$ cat config.mk
export PLATFORM = sky130hd
export DESIGN_NAME = fpu_issue_queue
export DESIGN_NICKNAME = d
export VERILOG_FILES = /design/src/rtl/fpu_issue_queue.sv
export SDC_FILE = /design/constraint.sdc
export NUM_CORES = 1
export LEC_CHECK = 0
export ABC_AREA = 1
export ABC_CLOCK_PERIOD_IN_PS = 4000
export CAP_MARGIN = 20
export CORE_AREA = 2 2 198 200
export DETAILED_ROUTE_END_ITERATION = 8
export DIE_AREA = 0 0 200 202
export PLACE_DENSITY = 0.74
export SLEW_MARGIN = 30
export SYNTH_ARGS = -nofsm -noshare
export SYNTH_HDL_FRONTEND = slang
export SYNTH_SLANG_ARGS = --single-unit
export TNS_END_PERCENT = 50
$ cat constraint.sdc
create_clock -name clk -period 4 [get_ports clk]
set_clock_uncertainty 0.15 [all_clocks]
set_input_delay 0.6 -clock clk [delete_from_list [all_inputs] [get_ports clk]]
set_output_delay 0.6 -clock clk [all_outputs]
set_load 0.005 [all_outputs]
$ cat src/rtl/fpu_issue_queue.sv
// fpu_issue_queue
//   Feeds the fpu core. It accepts operand requests over valid/ready,
//   buffers them, and issues at most one per cycle onto the registered fpu
//   A/B/opcode inputs. It captures fpu O after the fixed core latency and
//   returns the results in order over a valid/ready response port.
//   A request is issued only while a result slot is reserved for it, so a
//   result is never dropped.
//
// Optional feature: define FPU_ISSUE_TAG_EN to add the req_tag and rsp_tag
//   ports. Each tag travels with its request and comes back with its result.
//
// Ports
//   clk, rst             clock (rising edge) and asynchronous active-high reset
//   req_valid/req_ready  request handshake; req_ready = request FIFO not full
//   req_a, req_b, req_op operands and opcode (the opcode passes through as-is)
//   req_tag              request tag (FPU_ISSUE_TAG_EN only)
//   fpu_a, fpu_b, fpu_op registered drive to the fpu core
//   fpu_o                fpu core result
//   rsp_valid/rsp_ready  response handshake; rsp_data = oldest result
//   rsp_tag              tag of the oldest result (FPU_ISSUE_TAG_EN only)
//   busy                 work buffered, in flight or waiting to be returned
module fpu_issue_queue #(
   parameter int FPU_LATENCY = 2,
   parameter int REQ_DEPTH   = 4,
   parameter int RSP_DEPTH   = 4,
   parameter int TAG_W       = 4
) (
   input  logic             clk,
   input  logic             rst,
   input  logic             req_valid,
   output logic             req_ready,
   input  logic [31:0]      req_a,
   input  logic [31:0]      req_b,
   input  logic [1:0]       req_op,
`ifdef FPU_ISSUE_TAG_EN
   input  logic [TAG_W-1:0] req_tag,
`endif
   output logic [31:0]      fpu_a,
   output logic [31:0]      fpu_b,
   output logic [1:0]       fpu_op,
   input  logic [31:0]      fpu_o,
   output logic             rsp_valid,
   input  logic             rsp_ready,
   output logic [31:0]      rsp_data,
`ifdef FPU_ISSUE_TAG_EN
   output logic [TAG_W-1:0] rsp_tag,
`endif
   output logic             busy
);

   localparam int RQ_AW = $clog2(REQ_DEPTH);
   localparam int RS_AW = $clog2(RSP_DEPTH);
   localparam int CR_W  = RS_AW + 1;
   localparam logic [RQ_AW:0] RQ_FULL   = REQ_DEPTH[RQ_AW:0];
   localparam logic [CR_W-1:0] CR_INIT  = RSP_DEPTH[CR_W-1:0];

   // request FIFO
   logic [31:0]      rq_a  [REQ_DEPTH];
   logic [31:0]      rq_b  [REQ_DEPTH];
   logic [1:0]       rq_op [REQ_DEPTH];
   logic [RQ_AW-1:0] rq_wp, rq_rp;
   logic [RQ_AW:0]   rq_cnt;

   // result FIFO
   logic [31:0]      rs_d  [RSP_DEPTH];
   logic [RS_AW-1:0] rs_wp, rs_rp;
   logic [RS_AW:0]   rs_cnt;

   logic [CR_W-1:0]        credits;
   logic [FPU_LATENCY-1:0] vld_p;
   logic                   push_rq, issue, capture, pop_rs;

   // req_ready depends only on registered state, never on rsp_ready
   assign req_ready = (rq_cnt != RQ_FULL);
   assign push_rq   = req_valid & req_ready;
   assign issue     = (rq_cnt != '0) && (credits != '0);
   assign capture   = vld_p[FPU_LATENCY-1];
   assign rsp_valid = (rs_cnt != '0);
   assign pop_rs    = rsp_valid & rsp_ready;
   assign rsp_data  = rs_d[rs_rp];
   assign busy      = (rq_cnt != '0) | (|vld_p) | (rs_cnt != '0);

   // ---- request FIFO control ----
   always_ff @(posedge clk or posedge rst) begin
      if (rst) begin
         rq_wp  <= '0;
         rq_rp  <= '0;
         rq_cnt <= '0;
      end else begin
         if (push_rq) rq_wp <= rq_wp + 1'b1;
         if (issue)   rq_rp <= rq_rp + 1'b1;
         if (push_rq && !issue)      rq_cnt <= rq_cnt + 1'b1;
         else if (!push_rq && issue) rq_cnt <= rq_cnt - 1'b1;
      end
   end

   always_ff @(posedge clk) begin
      if (push_rq) begin
         rq_a[rq_wp]  <= req_a;
         rq_b[rq_wp]  <= req_b;
         rq_op[rq_wp] <= req_op;
      end
   end

   // ---- issue stage: fpu input registers, held when nothing issues ----
   always_ff @(posedge clk or posedge rst) begin
      if (rst) begin
         fpu_a  <= '0;
         fpu_b  <= '0;
         fpu_op <= '0;
      end else if (issue) begin
         fpu_a  <= rq_a[rq_rp];
         fpu_b  <= rq_b[rq_rp];
         fpu_op <= rq_op[rq_rp];
      end
   end

   // ---- in-flight valid pipe: the last bit marks fpu_o as valid ----
   always_ff @(posedge clk or posedge rst) begin
      if (rst) begin
         vld_p <= '0;
      end else begin
         vld_p[0] <= issue;
         for (int i = 1; i < FPU_LATENCY; i++) vld_p[i] <= vld_p[i-1];
      end
   end

   // Credits count result slots that are neither occupied nor reserved by
   // an in-flight operation. An issue and a pop in the same cycle cancel out.
   always_ff @(posedge clk or posedge rst) begin
      if (rst) begin
         credits <= CR_INIT;
      end else if (issue && !pop_rs) begin
         credits <= credits - 1'b1;
      end else if (!issue && pop_rs) begin
         credits <= credits + 1'b1;
      end
   end

   // ---- result FIFO: never overflows because of the credit reservation ----
   always_ff @(posedge clk or posedge rst) begin
      if (rst) begin
         rs_wp  <= '0;
         rs_rp  <= '0;
         rs_cnt <= '0;
      end else begin
         if (capture) rs_wp <= rs_wp + 1'b1;
         if (pop_rs)  rs_rp <= rs_rp + 1'b1;
         if (capture && !pop_rs)      rs_cnt <= rs_cnt + 1'b1;
         else if (!capture && pop_rs) rs_cnt <= rs_cnt - 1'b1;
      end
   end

   always_ff @(posedge clk) begin
      if (capture) rs_d[rs_wp] <= fpu_o;
   end

`ifdef FPU_ISSUE_TAG_EN
   logic [TAG_W-1:0] rq_tag [REQ_DEPTH];
   logic [TAG_W-1:0] tag_p  [FPU_LATENCY];
   logic [TAG_W-1:0] rs_tag [RSP_DEPTH];

   always_ff @(posedge clk) begin
      if (push_rq) rq_tag[rq_wp] <= req_tag;
   end

   // The tag pipe shifts every cycle. A stage holds a real tag only where
   // the matching vld_p bit is set.
   always_ff @(posedge clk) begin
      tag_p[0] <= rq_tag[rq_rp];
      for (int i = 1; i < FPU_LATENCY; i++) tag_p[i] <= tag_p[i-1];
      if (capture) rs_tag[rs_wp] <= tag_p[FPU_LATENCY-1];
   end

   assign rsp_tag = rs_tag[rs_rp];
`endif

endmodule
# Word-level counts from Yosys, hierarchy flattened
# Memories as Yosys holds them, arrays and structs flattened. A register that Yosys moved wholly into a read port is not among the register bits.
# Cells that the tools add are included.
[totals] mem_bits_rw=392 mem_bits_ro=0 out_inout_bits=101 register_bits=19 wordCells=55 mem_count=4 latch_bits=0
[classes] n_lt_le_gt_ge=0 n_mux=10 shifts=0 multipliers=0 n_addsub=10 reduce_logical=18 n_eq_ne=1 n_bitwise=4 n_div=0
[memory_table] memory="rq_a" depth=4 width=32 rd=1 rd_ports_with_merged_regs=1 wr=1 line="58" source="logic [31:0] rq_a [REQ_DEPTH];"
[memory_table] memory="rq_b" depth=4 width=32 rd=1 rd_ports_with_merged_regs=1 wr=1 line="59" source="logic [31:0] rq_b [REQ_DEPTH];"
[memory_table] memory="rs_d" depth=4 width=32 rd=1 rd_ports_with_merged_regs=0 wr=1 line="65" source="logic [31:0] rs_d [RSP_DEPTH];"
[memory_table] memory="rq_op" depth=4 width=2 rd=1 rd_ports_with_merged_regs=1 wr=1 line="60" source="logic [1:0] rq_op [REQ_DEPTH];"
[ops] cell="$mux W3" n=6
[ops] cell="$add A3 B1 Y3 const B" n=3
[ops] cell="$reduce_bool A3 Y1" n=3
[ops] cell="$sub A3 B1 Y3 const B" n=3
[ops] cell="$add A2 B1 Y2 const B" n=4
[ops] cell="$logic_and A1 B1 Y1" n=7
[ops] cell="$reduce_bool A2 Y1" n=3
[ops] cell="$logic_not A1 Y1" n=4
[ops] cell="$mux W1" n=4
[ops] cell="$ne A3 B3 Y1 const B" n=1
[ops] cell="$and A1 B1 Y1" n=2
[ops] cell="$or A1 B1 Y1" n=2
[ops] cell="$reduce_or A2 Y1" n=1

# Longest topological paths before layout
# Gate-level depths: netlist (run 1).
[depth] word_depth=6 depth_mapped=12 mapped_depth_nobuf=11

# Worst setup path after synthesis (run 1)
# Ideal clock, no wire load.
[synth_path] kind="input-to-reg" start="in req_valid" end="mem rq_a[0][0], enable pin" t_arrival_ns=3.517 slack_ns=-0.158 t_required_ns=3.359 path_buffers=0 stages=2 setup_time_ns=0.491 cell_sequence="nand2_1 > nor2_1"
[synth_via] elab_chain_cells=3
[synth_rtl] element="start: declaration" line="30" source="input logic req_valid,"
[synth_rtl] element="$and A1 B1 Y1" line="75" source="assign push_rq = req_valid & req_ready;"
[synth_rtl] element="$mux W1" line="98" source="if (push_rq) begin"
[synth_rtl] element="$mux W1 (implied by the code)" line="99" source="rq_a[rq_wp] <= req_a;"
[synth_rtl] element="end: declaration" line="58"
# No other way between the ends.

# Worst setup path in the final report (run 1)
[layout_path] start="reg rs_rp[0]" end="out rsp_data[10]"
[layout_via] elab_chain_cells=1
[layout_rtl] element="start: declaration" line="66" source="logic [RS_AW-1:0] rs_wp, rs_rp;"
[layout_rtl] element="start signal: assignment" line="148" source="if (pop_rs) rs_rp <= rs_rp + 1'b1;"
[layout_rtl] element="$mem_v2 Z4 W32"
[layout_rtl] element="end: declaration" line="44" source="output logic [31:0] rsp_data,"
# No other way between the ends.

==> flow_metrics.py, run 1 <==
metrics = {
    "cts": {
        "ctsHtreeMaxLevel": 2,
        "cts_tree": "yes",
        "post-cts-setup-buffers": 0,
        "clock-root-buffer": "clkbuf_16",
        "cts.repair.resized": 0,
        "cts.sink_count": 477,
        "clockBufferDepth": 3,
        "numCtsBuffers": 47,
        "cts_hold_buf": 0,
        "clk_pin_slew_ns": 0.06,
        "clk-insertion-delay-late_ns": 0.60,
    },
    "global_route": {
        "grt_max_degree": 110,
        "grt_pass1_wl_um": 64900,
        "grt_pass1_vias": 12587,
        "groute.usage.overall_pct": 20.8,
        "antenna_found_initial": 6,
        "grt_remaining_overflow": 0,
    },
    "detailed_routing": {
        "drc": 0,
        "drt_iter0_drc": 708,
        "vias": 12406,
        "routed_wl_um": 41200,
        "dr.pass1.iters": 6,
        "wl_per_cell_um": 16.5,
        "antenna_left": 0,
        "via_per_inst": 4.96,
    },
    "place": {
        "hpwl_um": 24500,
        "dp_cells": 2412,
        "gp_congestion": 0.765,
        "portBuffers": 202,
    },
    "synthesis": {
        "yosysWarnings": 0,
        "ys_ff_latch": 477,
        "netlist_area_um2": 19300,
        "synth-edff-count": 392,
        "yosysTopAreaCellShare_pct": 60.9,
        "yosysSeqAreaShare_pct": 71.9,
        "async_reset_ff_share_pct": 17.8,
        "yosysTopAreaCell": "edfxtp_1",
        "yosysMostFrequentCell": "nand2_1",
        "syn_nets": 1864,
        "synth_cell_type_count": 23,
        "synth_flop_cell": "edfxtp_1",
        "synthTopCellsByArea": "edfxtp_1, dfrtp_1, nand2_1, inv_1, nand3_1",
        "synthTopCellsByCount": "nand2_1, edfxtp_1, inv_1, nand3_1, dfrtp_1",
        "netlist_instances": 1748,
        "synth.avg_cell_area_um2": 11.1,
    },
    "setup_path": {
        "worst-endpoint-arrival_ns": 2.62,
        "r2r_slack_ns": 1.33,
        "reg2regPathDepth": 10,
        "r2r-end": "rq_cnt[2]",
        "critPathMaxStageDelay_ns": 0.70,
        "cp_max_fo": 37,
        "slowest_stage": "dfrtp_2",
        "worstSetupEndpointType": "output pin",
        "crit_end": "rsp_data[10]",
        "path_class": "reg -> out",
        "cp.required_ns": 3.25,
        "crit_start": "rs_rp[0]",
        "crit_chain": "buf_4 -> o21ai_0 -> o22ai_1 -> clkdlybuf4s50_1",
        "cp-start-kind": "flip-flop",
        "timing.rr.start": "rq_cnt[1]",
    },
    "sta": {
        "post-route-period-util_pct": 84.2,
        "setup_violations": 0,
        "tightest_slew_ns": 0.907,
        "setup_tns_ns": 0,
        "rsz0062_at_grt": "false",
        "slew_headroom_pct": 39.5,
        "drv_slew": 0,
        "maxClockFrequency_mhz": 297,
        "hold_viol": 0,
        "period_needed_ns": 3.37,
    },
    "die": {
        "core_area_um2": 38300,
        "fp.dieArea_um2": 40400,
        "start_util_pct": 50.5,
        "rows": 72,
        "die_h_um": 202,
        "pin_count": 203,
        "die_x_um": 200,
    },
    "run": {
        "cap_violations": 0,
    },
    "pwr": {
        "leakagePower_uw": 0.0100,
        "power.density_nw_per_um2": 780,
        "ir_drop_mv": 0.452,
    },
    "outcome": {
        "status": "finished, final reports clean",
    },
    "cells_and_area": {
        "multi_input_area_um2": 3930,
        "syn2layout_area_growth_pct": 20.7,
        "fin_nets": 2059,
        "area.sequential_um2": 13900,
        "fillers": 2965,
        "instances_no_fill": 2503,
        "layout-drive-gt1-share_pct": 5.75,
    },
    "worst_hold_path": {
        "worstHoldStart": "vld_p[0]",
        "hp-class": "reg -> reg",
    },
}
[area by class of cell]
| type | instances | share of cell area (%) |
|---|---|---|
| clock buffers | 63 | 5.56 |
| clock inverters | 25 | 0.708 |
| well taps | 518 | 2.78 |
| flip-flops and latches | 477 | 59.6 |
| repair buffers | 226 | 9.67 |
| diodes | 3 | 0.0322 |
| multi-input cells | 892 | 16.8 |
| inverters | 299 | 4.83 |
[worst max-delay path, delay by kind of cell (launching register included)]
family / cells / cell delay, ns
buffers and inverters: 2 / 0.99
flip-flops: 1 / 0.70
AO/OA/AOI/OAI: 2 / 0.32
[registers in the layout, summed over array words and instances, names as in the netlist, 3 cells and up]
register	count
fpu_b	32
fpu_a	32
rq_a	128
rq_b	128
rs_d	128
rq_cnt	3
rq_op	8
credits	3
rs_cnt	3
[worst min path at each step]
stage               endpoint  slack (ns)  cells after the start
floorplan           vld_p[1]        0.20                      0
global placement    vld_p[1]        0.21                      0
detailed placement  vld_p[1]        0.23                      0
CTS                 vld_p[1]        0.24                      0
global route        vld_p[1]        0.24                      0
finish              vld_p[1]        0.24                      0
[routing by layer]
layer	GRT usage, %	wire length [um]	up-vias	share of wire (%)
li1	-	-	5997	-
met1	25.6	16900	5921	41
met2	35.2	20000	381	49
met3	5.71	3180	101	7.7
met4	7.59	1140	6	2.8
met5	0	45	-	0.11
[cells in the final DEF, fill, tap and decap left out]
master	synthesis	final
inv_2	5	5
clkdlybuf4s50_1	0	202
inv_6	0	1
inv_4	0	2
dfstp_2	1	1
clkbuf_1	30	10
ha_1	11	11
dfrtp_4	0	1
diode_2	0	3
clkinv_4	0	2
dfrtp_2	0	2
clkbuf_16	0	47
buf_4	17	19
clkinv_1	0	5
clkbuf_8	0	6
o22ai_1	32	32
inv_16	0	2
buf_12	0	4
o21ai_0	48	48
nor2_4	0	4
dfrtp_1	84	81
o21ai_1	21	21
edfxtp_1	392	392
fa_1	3	3
nand2_1	556	556
nor2_1	71	67
xor2_1	6	6
clkinvlp_4	0	2
buf_6	2	1
nand3_1	137	137
inv_1	294	292
clkinv_2	0	13
nand3_2	1	1
nand2_2	1	1
xnor2_1	5	5
[stage by stage]
step	utilization (%)	setup WS, ns	hold WS, ns	power [uW]	area, um^2
2_1_floorplan	-	-0.158	0.204	11500	19300
4_1_cts	60.9	0.569	0.240	18400	23300
6_report	60.9	0.630	0.241	18200	23300
5_1_grt	60.9	0.414	0.244	19500	23300
3_5_place_dp	57.1	1.21	0.227	14200	21900
3_3_place_gp	57.0	1.18	0.211	14000	21800
[logic make-up (layout without fill, tap and decap cells)]
| group | after synthesis | in the layout | share of synthesized area, % |
|---|---|---|---|
| AO/OA/AOI/OAI | 101 | 101 | 2.82 |
| adder cells (fa/ha/maj) | 14 | 14 | 1.02 |
| AND/OR/NAND/NOR | 766 | 766 | 15.8 |
| flip-flops | 477 | 477 | 71.9 |
| XOR/XNOR | 11 | 11 | 0.498 |
| other | 0 | 3 | 0 |
| buffers and inverters | 379 | 613 | 7.95 |
[where the power goes]
group          internal, uW  switching [uW]  total, uW
clock                  2300            1830       4130
sequential             6960             563       7520
combinational          2540            4010       6540
total                 11800            6400      18200
Note: power is estimated with default switching activity, not from simulation.
==> run 2: changes to the inputs <==
Settings changed: ABC_CLOCK_PERIOD_IN_PS 4000 to 3330, CORE_AREA 2 2 198 200 to 2 2 188 190, DIE_AREA 0 0 200 202 to 0 0 190 192, PLACE_DENSITY 0.74 to 0.78.
Clock period 4 ns to 3.33 ns, I/O delays scaled along.
==> run 2 against run 1 <==
Net effect:
- clock power up 26%
- sequential power increased by 19%
- design area about the same
- utilization is 7.1 points higher
- power increased by 22%
- global-route usage rose by 2.1 points
- routed wire length is 0.38% higher
- largest power group unchanged
==> flow_metrics.py, run 2 (synthesized netlist as in run 1, its figures left out) <==
metrics = {
    "cts": {
        "clk_pin_slew_ns": 0.06,
        "cts.sink_count": 477,
        "cts_hold_buf": 0,
        "numCtsBuffers": 47,
        "cts.repair.resized": 0,
        "cts_tree": "yes",
        "post-cts-setup-buffers": 0,
        "clk-insertion-delay-late_ns": 0.55,
        "ctsHtreeMaxLevel": 2,
        "clockBufferDepth": 3,
        "clock-root-buffer": "clkbuf_16",
    },
    "detailed_routing": {
        "via_per_inst": 5.17,
        "drt_iter0_drc": 1100,
        "wl_per_cell_um": 17.0,
        "dr.pass1.iters": 5,
        "vias": 12589,
        "routed_wl_um": 41400,
        "drc": 0,
        "antenna_left": 0,
    },
    "die": {
        "fp.dieArea_um2": 36500,
        "rows": 68,
        "core_area_um2": 34300,
        "die_h_um": 192,
        "start_util_pct": 56.4,
        "die_x_um": 190,
        "pin_count": 203,
    },
    "setup_path": {
        "path_class": "reg -> out",
        "worstSetupEndpointType": "output pin",
        "slowest_stage": "clkdlybuf4s50_1",
        "cp_top_family": "buffers and inverters",
        "crit_chain": "inv_2 -> buf_12 -> o21ai_0 -> o22ai_1 -> clkdlybuf4s50_1",
        "crit_start": "rs_rp[0]",
        "critPathMaxStageDelay_ns": 0.54,
        "crit_end": "rsp_data[27]",
        "cp-start-kind": "flip-flop",
        "worst-endpoint-arrival_ns": 2.49,
        "cp.depth": 5,
        "r2r_slack_ns": 1.04,
        "cp_max_fo": 41,
        "cp.required_ns": 2.68,
        "reg2regPathDepth": 7,
        "r2r-end": "fpu_a[13]",
        "timing.rr.start": "credits[2]",
        "crit_buf_inv": 3,
    },
    "sta": {
        "setup_tns_ns": 0,
        "tightest_slew_ns": 0.925,
        "hold_viol": 0,
        "setup_violations": 0,
        "maxClockFrequency_mhz": 319,
        "post-route-period-util_pct": 94.2,
        "timing.hold.ws_ns": 0.224,
        "drv_slew": 0,
        "slew_headroom_pct": 38.3,
        "rsz0062_at_grt": "false",
        "fin_ws_ns": 0.195,
        "period_needed_ns": 3.14,
    },
    "cells_and_area": {
        "utilization_pct": 68.1,
        "fin_nets": 2058,
        "layout-drive-gt1-share_pct": 5.61,
        "syn2layout_area_growth_pct": 20.8,
        "fillers": 2328,
        "reg.largest.list": "rq_a x128, rq_b x128, rs_d x128",
        "layout_common_cells": "nand2_1, edfxtp_1, inv_1",
        "final_common_cell": "nand2_1",
    },
    "global_route": {
        "grt_pass1_wl_um": 65000,
        "grt_pass1_vias": 12856,
        "antenna_found_initial": 4,
        "grt_remaining_overflow": 0,
        "groute.usage.overall_pct": 22.9,
        "grt_max_degree": 79,
    },
    "outcome": {
        "status": "finished, final reports clean",
    },
    "place": {
        "gp_congestion": 0.757,
        "hpwl_um": 23300,
        "pre_cts_slack_ns": 0.787,
        "portBuffers": 202,
    },
    "pwr": {
        "power.density_nw_per_um2": 950,
        "fin_total_pwr_uw": 22200,
        "ir_drop_mv": 0.544,
        "leakagePower_uw": 0.0100,
    },
    "worst_hold_path": {
        "hp-class": "reg -> reg",
    },
    "run": {
        "cap_violations": 0,
    },
}
[run 2: metal layers]
metal	up-vias	global-route usage, %	share of wire (%)
li1	6000	-	-
met1	6074	28.9	41
met2	428	40.3	49
met3	83	4.02	7.3
met4	4	7.69	2.3
met5	-	0	0.056
[run 2: worst register-to-register path, stage by stage, from the launching register on]
cell and delay, ns:
dfstp_2 0.52, inv_1 0.05, nand3_1 0.12, nand2_4 0.19
inv_2 0.11, buf_4 0.69, nand2_1 0.30, nand2_1 0.11
[run 2: worst min path at each step]
stage	from	end	slack [ns]	cells past startpoint
floorplan	vld_p[0]	vld_p[1]	0.20	0
global placement	vld_p[0]	vld_p[1]	0.22	0
detailed placement	vld_p[0]	vld_p[1]	0.21	0
CTS	vld_p[0]	vld_p[1]	0.23	0
global route	vld_p[0]	vld_p[1]	0.25	0
finish	vld_p[0]	vld_p[1]	0.22	0
[run 2: per-stage QoR]
stage / instance area (um^2) / std cells
CTS: 23300 / 2434
detailed placement: 21800 / 2348
floorplan: 19300 / 1748
global placement: 21800 / 2348
global route: 23300 / 2435
finish: 23300 / 2436
[run 2: report_power, final]
group	switching (uW)	total, uW	internal (uW)
clock network	2160	5190	3030
logic	4960	8050	3080
registers	587	8940	8360
[run 2: layout make-up]
| class | instances | area [um^2] | area share [%] |
|---|---|---|---|
| clock inverters | 20 | 196 | 0.841 |
| repair buffers | 225 | 2280 | 9.78 |
| clock buffers | 66 | 1330 | 5.69 |
| multi-input cells | 892 | 3930 | 16.8 |
| flip-flops and latches | 477 | 13900 | 59.6 |
| well taps | 455 | 569 | 2.44 |
| diodes | 2 | 5.00 | 0.0214 |
| inverters | 299 | 1130 | 4.83 |
